$ cat config.mk
export PLATFORM = sky130hd
export DESIGN_NAME = wordle_row_writer_flat
export DESIGN_NICKNAME = d
export VERILOG_FILES = /design/src/rtl/wordle_pkg.sv /design/src/rtl/wordle_row_writer_if.sv /design/src/rtl/wordle_yellow_finder.sv /design/src/rtl/wordle_row_writer.sv /design/src/flat_wrapper.sv
export SDC_FILE = /design/constraint.sdc
export NUM_CORES = 1
export LEC_CHECK = 0
export BUFFER_PORTS_ARGS = -buffer_cell sky130_fd_sc_hd__buf_2
export CORE_MARGIN = 1.5
export CORE_UTILIZATION = 32
export CTS_BUF_LIST = sky130_fd_sc_hd__clkbuf_4 sky130_fd_sc_hd__clkbuf_8 sky130_fd_sc_hd__clkbuf_16
export DETAILED_ROUTE_END_ITERATION = 10
export PLACE_DENSITY = 0.57
export SLEW_MARGIN = 40
export SYNTH_ARGS = -nofsm -noshare
export SYNTH_HDL_FRONTEND = slang
export SYNTH_SLANG_ARGS = --single-unit
$ cat constraint.sdc
create_clock -name clk -period 2.6 [get_ports clk]
set_clock_uncertainty 0.15 [all_clocks]
set_input_delay 0.26 -clock clk [delete_from_list [all_inputs] [get_ports clk]]
set_output_delay 0.26 -clock clk [all_outputs]
set_load 0.02 [all_outputs]
$ cat src/rtl/wordle_pkg.sv
// Shared codes and helpers for the Wordle row writer.
package wordle_pkg;
  localparam int ROWS_DEFAULT = 6;
  localparam int COLS_DEFAULT = 5;

  localparam logic [1:0] TILE_TYPED   = 2'b00;
  localparam logic [1:0] TILE_ABSENT  = 2'b01;
  localparam logic [1:0] TILE_PRESENT = 2'b10;
  localparam logic [1:0] TILE_CORRECT = 2'b11;

  localparam logic [1:0] KEY_LETTER = 2'b00;
  localparam logic [1:0] KEY_BACK   = 2'b01;
  localparam logic [1:0] KEY_ENTER  = 2'b10;
  localparam logic [1:0] KEY_NONE   = 2'b11;

  localparam logic [4:0] BLANK_LETTER = 5'd31;

  typedef enum logic [2:0] {S_IDLE, S_SCORE_G, S_SCORE_Y, S_WRITE, S_DONE} fsm_t;

  // Tile code as seen by the VGA tile store: colour state above the letter.
  function automatic logic [6:0] tile_code(input logic [1:0] st, input logic [4:0] letter);
    return {st, letter};
  endfunction
endpackage

$ cat src/rtl/wordle_row_writer_if.sv
// Key-event handshake plus tile-write bus between game logic and tile store.
interface wordle_row_writer_if;
  logic       key_valid;
  logic       key_ready;
  logic [1:0] key_cmd;
  logic [4:0] key_code;
  logic       wr_en;
  logic [2:0] row;
  logic [2:0] col;
  logic [6:0] display;

  // Keyboard / tile-store side.
  modport master (output key_valid, key_cmd, key_code,
                  input  key_ready, wr_en, row, col, display);
  // The row writer itself.
  modport slave  (input  key_valid, key_cmd, key_code,
                  output key_ready, wr_en, row, col, display);
endinterface

$ cat src/rtl/wordle_yellow_finder.sv
// Finds the lowest unused answer position holding a given letter.
module wordle_yellow_finder
  import wordle_pkg::*;
(
  input  logic [4:0]  letter,
  input  logic [24:0] answer,
  input  logic [4:0]  used,
  output logic        found,
  output logic [2:0]  pos
);
  // Scan high to low so the lowest match is the one left standing.
  always_comb begin
    found = 1'b0;
    pos   = 3'd0;
    for (int p = 4; p >= 0; p--) begin
      if (!used[p] && answer[5*p +: 5] == letter) begin
        found = 1'b1;
        pos   = 3'(p);
      end
    end
  end
endmodule

$ cat src/rtl/wordle_row_writer.sv
// Cursor tracking, guess scoring and tile writes for one Wordle board.
module wordle_row_writer
  import wordle_pkg::*;
#(
  parameter int ROWS = ROWS_DEFAULT,
  parameter int COLS = COLS_DEFAULT
) (
  input  logic                 clk,
  input  logic                 clr,
  wordle_row_writer_if.slave   bus,
  input  logic [24:0]          answer,
  output logic                 game_over,
  output logic                 win
);
  fsm_t st, st_n;
  logic [2:0]            idx;
  logic [2:0]            cur_row, cur_col;
  logic [COLS-1:0][4:0]  guess;
  logic [COLS-1:0][4:0]  ans;
  logic [COLS-1:0][1:0]  tile;
  logic [COLS-1:0]       used;
  logic                  ready;
  logic                  accept, full, all_green;
  logic                  y_found;
  logic [2:0]            y_pos;

  assign ans           = answer;
  assign bus.key_ready = ready;
  assign accept        = bus.key_valid & ready;
  assign full          = (cur_col == 3'(COLS));
  assign all_green     = (tile == {COLS{TILE_CORRECT}});

  wordle_yellow_finder u_yellow (
    .letter (guess[idx]),
    .answer (answer),
    .used   (used),
    .found  (y_found),
    .pos    (y_pos)
  );

  // State register.
  always_ff @(posedge clk) begin
    if (!clr) st <= S_IDLE;
    else      st <= st_n;
  end

  // Next-state: idle until a full-row enter, then score, write, and settle.
  always_comb begin
    st_n = st;
    case (st)
      S_IDLE:    if (accept && bus.key_cmd == KEY_ENTER && full) st_n = S_SCORE_G;
      S_SCORE_G: st_n = S_SCORE_Y;
      S_SCORE_Y: if (idx == 3'(COLS-1)) st_n = S_WRITE;
      S_WRITE:   if (idx == 3'(COLS-1))
                   st_n = (all_green || cur_row == 3'(ROWS-1)) ? S_DONE : S_IDLE;
      default:   st_n = S_DONE;
    endcase
  end

  // Datapath: cursor, guess buffer, scoring flags and registered tile writes.
  always_ff @(posedge clk) begin
    if (!clr) begin
      ready       <= 1'b0;
      idx         <= '0;
      cur_row     <= '0;
      cur_col     <= '0;
      guess       <= '0;
      tile        <= '0;
      used        <= '0;
      bus.wr_en   <= 1'b0;
      bus.row     <= '0;
      bus.col     <= '0;
      bus.display <= '0;
      game_over   <= 1'b0;
      win         <= 1'b0;
    end else begin
      bus.wr_en <= 1'b0;
      ready     <= (st_n == S_IDLE);
      case (st)
        S_IDLE: if (accept) begin
          case (bus.key_cmd)
            KEY_LETTER: if (!full) begin
              guess[cur_col] <= bus.key_code;
              bus.wr_en      <= 1'b1;
              bus.row        <= cur_row;
              bus.col        <= cur_col;
              bus.display    <= tile_code(TILE_TYPED, bus.key_code);
              cur_col        <= cur_col + 3'd1;
            end
            KEY_BACK: if (cur_col != 3'd0) begin
              cur_col     <= cur_col - 3'd1;
              bus.wr_en   <= 1'b1;
              bus.row     <= cur_row;
              bus.col     <= cur_col - 3'd1;
              bus.display <= tile_code(TILE_TYPED, BLANK_LETTER);
            end
            default: ;
          endcase
        end
        S_SCORE_G: begin
          idx <= '0;
          for (int c = 0; c < COLS; c++) begin
            used[c] <= (guess[c] == ans[c]);
            tile[c] <= (guess[c] == ans[c]) ? TILE_CORRECT : TILE_TYPED;
          end
        end
        S_SCORE_Y: begin
          if (tile[idx] != TILE_CORRECT) begin
            if (y_found) begin
              tile[idx]   <= TILE_PRESENT;
              used[y_pos] <= 1'b1;
            end else begin
              tile[idx] <= TILE_ABSENT;
            end
          end
          if (idx == 3'(COLS-1)) begin
            // Column 0 is already final, so its write is launched now.
            idx         <= '0;
            bus.wr_en   <= 1'b1;
            bus.row     <= cur_row;
            bus.col     <= 3'd0;
            bus.display <= tile_code(tile[0], guess[0]);
          end else begin
            idx <= idx + 3'd1;
          end
        end
        S_WRITE: begin
          if (idx != 3'(COLS-1)) begin
            idx         <= idx + 3'd1;
            bus.wr_en   <= 1'b1;
            bus.row     <= cur_row;
            bus.col     <= idx + 3'd1;
            bus.display <= tile_code(tile[idx + 3'd1], guess[idx + 3'd1]);
          end else begin
            idx <= '0;
            if (all_green) begin
              win       <= 1'b1;
              game_over <= 1'b1;
            end else if (cur_row == 3'(ROWS-1)) begin
              game_over <= 1'b1;
            end else begin
              cur_row <= cur_row + 3'd1;
              cur_col <= '0;
            end
          end
        end
        default: ;
      endcase
    end
  end
endmodule

$ cat src/flat_wrapper.sv
// flat-port wrapper written by rule: the top's interface ports become plain ports
module wordle_row_writer_flat import wordle_pkg::*;
#(
  parameter int ROWS = ROWS_DEFAULT,
  parameter int COLS = COLS_DEFAULT
)
  (clk, clr, answer, game_over, win, bus_key_valid, bus_key_cmd, bus_key_code, bus_key_ready, bus_wr_en, bus_row, bus_col, bus_display);
  wordle_row_writer_if bus_i ();
  input  logic clk;
  input  logic clr;
  input  logic [24:0] answer;
  output logic game_over;
  output logic win;
  input wire logic [$bits(bus_i.key_valid)-1:0] bus_key_valid;
  input wire logic [$bits(bus_i.key_cmd)-1:0] bus_key_cmd;
  input wire logic [$bits(bus_i.key_code)-1:0] bus_key_code;
  output wire logic [$bits(bus_i.key_ready)-1:0] bus_key_ready;
  output wire logic [$bits(bus_i.wr_en)-1:0] bus_wr_en;
  output wire logic [$bits(bus_i.row)-1:0] bus_row;
  output wire logic [$bits(bus_i.col)-1:0] bus_col;
  output wire logic [$bits(bus_i.display)-1:0] bus_display;
  assign bus_i.key_valid = bus_key_valid;
  assign bus_i.key_cmd = bus_key_cmd;
  assign bus_i.key_code = bus_key_code;
  assign bus_key_ready = bus_i.key_ready;
  assign bus_wr_en = bus_i.wr_en;
  assign bus_row = bus_i.row;
  assign bus_col = bus_i.col;
  assign bus_display = bus_i.display;
  wordle_row_writer #(.ROWS(ROWS), .COLS(COLS)) u_core (.clk(clk), .clr(clr), .bus(bus_i), .answer(answer), .game_over(game_over), .win(win));
endmodule
==> run metrics <==
crit path launch type register; clock buffer depth 2; Worst-Margin Slew 0.673 ns; initial antenna violation count 0; Post-Route WL 14900 microns; Synth area leader dfxtp_1; Final Core Density 44.2%; crit-path max cell delay ~0.5 ns; endpoints failing hold 0; Yosys warning total 0; Clock Tree Root clkbuf_16; EDFF count, synth 0; static leakage 2.46 nW; crit path DAT 2.69 ns; asr flop ratio synth 0%; sequential area share after synthesis around 31%; First-pass DRT Iterations 5; Non-Filler Instances roughly 830; number of global-route vias before repair roughly 4300; Final Max Slew Viols 0; # setup viols final 0; R2R setup slack 0.02 ns; synthesis-to-finish area growth 32.8%; Cell variety after synth 67; Die Span X approximately 120 microns; Initial Utilization around a third; routed len/inst roughly 18 microns; Ports 52; CTS Buf Count 9; min setup slack post-route roughly 0.020 ns; Final Critical Period around 2.6 ns; layout cells sized above 1 30.9%; CTS Sinks roughly 70; first-pass GRT wire length roughly 23000 microns; GRT overflow 0; worst hold path class primary input to register; # fillers approximately 1300; Syn Area/Cell 8.42 sq um; full die area 0.0146 sq mm; Max VDD drop 0.296 mV; largest net degree at the start of global routing 32; syn_nets about 570; GP Congestion around 0.90; Tot Pwr about 2.6 mW; row cnt 42; H-tree Lvls 3; dpl cells 802; CP max-delay cell or4_4; Setup crit end kind register; synthesized flop and latch total 69; Clk pin slew, worst setup/hold paths around 0.060 ns; Iter 0 DRT Violations roughly 410; Die H roughly 120 microns; fmax between 300 and 400 MHz; Core Area ~0.013 sq mm; Cell Area, Synth 0.00446 sq mm; worst skew pair latency 0.35 ns; CP required around 2.7 ns; I/O Buffers 51; worst slack, placed -0.156 ns; RSZ-0062 raised after global routing yes; via/cell ratio around 5.4; synth top area cells dfxtp_1 (31%), mux2i_1 (7.9%), xor2_1 (6.5%); cell family with most CP delay simple AND/OR/NAND/NOR gates; Synth Instances roughly 530; max-capacitance violation count 0; CP Buf/Inv Count 1; crit path kind register to register; ANT nets after route 0; ys flop type dfxtp_1; CTS tree done; Yosys top cell area share 31.0%; HPWL after DPL about 11000 microns; status finished, final reports clean; period utilization ~99%; GRT Total Usage 20.6%; DR vias approximately 4500; CP Max Fanout 8; pwr dens about 440 mW/mm^2; Slew headroom 54.7%; DRC 0; Cell Chain, Critical Path buf_12, mux2i_4, o221ai_4, xor2_1, nor4_2, nand4_1, nand3_2, or4_4, a221oi_2; final net count 691; ANT cells 0
## final timing paths
path,startpoint,end,depth (start not counted)
hold reg to reg,u_core.bus.col[2]$_SDFFE_PN0P_,u_core.bus.col[2]$_SDFFE_PN0P_,2
setup reg to reg,u_core.idx[1]$_SDFFE_PN0P_,register,9
setup / recovery,u_core.idx[1]$_SDFFE_PN0P_,register,9
hold / removal,bus_key_code[4],u_core.guess[24]$_SDFFE_PN0P_,3
## metrics by stage
stage | area (sq um) | setup TNS, ns | hold slack [ns]
global route | 5920 | -0.353 | 0.136
global placement | 5340 | -0.391 | 0.292
detailed placement | 5340 | -1.49 | 0.298
CTS | 5750 | 0 | 0.126
floorplan | 4460 | 0 | 0.254
finish | 5920 | 0 | 0.127
## cell usage after synthesis, types with 8 or more instances
cell and n:
inv_1 16, nand2_1 43, xor2_1 33, nor2_1 68
dfxtp_1 69, clkbuf_1 18, xnor2_1 20, nor4_1 8
nor3_1 17, ha_1 8, o21ai_0 22, a21oi_1 32
nand3_1 17, mux2i_1 35, nand4_1 13
## metal layers
metal	part of all wire [%]	routed length [microns]	up-vias	GRT usage (%)
li1	-	-	2153	-
met1	46	6880	2174	27.2
met2	47	7010	155	34.0
met3	4.7	704	33	2.87
met4	2.1	316	0	8.24
met5	0	0	-	0
## report_power, final
part	internal, mW	leakage [nW]	switching, mW	total, mW
logic	0.0980	1.76	0.143	0.241
registers	1.06	0.559	0.00701	1.07
clock network	0.773	0.141	0.508	1.28
## cell type report
| class | instances | area [sq um] | share of cell area [%] |
|---|---|---|---|
| Inverter | 18 | 67.6 | 1.14 |
| Timing Repair Buffer | 133 | 898 | 15.2 |
| Tap cell | 176 | 220 | 3.72 |
| Clock buffer | 10 | 239 | 4.04 |
| Sequential cell | 69 | 1390 | 23.5 |
| Clock inverter | 6 | 70.1 | 1.18 |
| Multi-Input combinational cell | 417 | 3030 | 51.2 |
## placed cells by master (no fill, tap or decap), types with 3 or more instances in the layout
cell and n:
ha_1 7, nand2_1 42, dfxtp_4 3, nand4_2 3, o31ai_1 3, dfxtp_1 66, inv_1 16, a211oi_1 4
mux4_2 7, a221oi_2 3, nand2b_1 6, clkbuf_16 9, buf_2 51, nor4_2 6, nand3_1 17, o21ai_0 22
buf_6 4, and3_1 5, o221ai_1 5, mux2i_4 3, nor3_1 17, xnor2_1 20, mux2i_1 31, xor2_1 33
buf_4 77, a21oi_1 28, o22ai_1 5, a31oi_1 6, a21oi_2 4, nor2_1 67, clkinvlp_4 3, nand4_1 13
nor2b_1 6, or3_1 4
## cell families after synthesis
logic type | after synthesis | synth area share (%)
AOI/OAI and AO/OA | 105 | 17.1
xor gates and xnor gates | 53 | 10.4
adders and majority gates | 8 | 2.25
buffers and inverters | 44 | 4.44
DFF | 69 | 31.0
muxes | 44 | 11.9
and+or+nand+nor | 206 | 22.9
## worst reg2reg max path, delay by kind of cell (launching register included)
family / cells / cell delay, ns
xor gates and xnor gates: 1 / 0.23
DFF: 1 / 0.38
muxes: 1 / 0.19
AOI/OAI and AO/OA: 2 / 0.53
and+or+nand+nor: 4 / 0.86
buffers and inverters: 1 / 0.16
## timing repair
item                       CTS  global route
gates cloned                 0             1
hold buffers                 0             0
setup endpoints to repair   17            27
hold endpoints to repair     0             0
setup buffers                4             6
pin swaps                    5            15
gates resized for setup     16            25
Power figures use the tool's default switching activity.
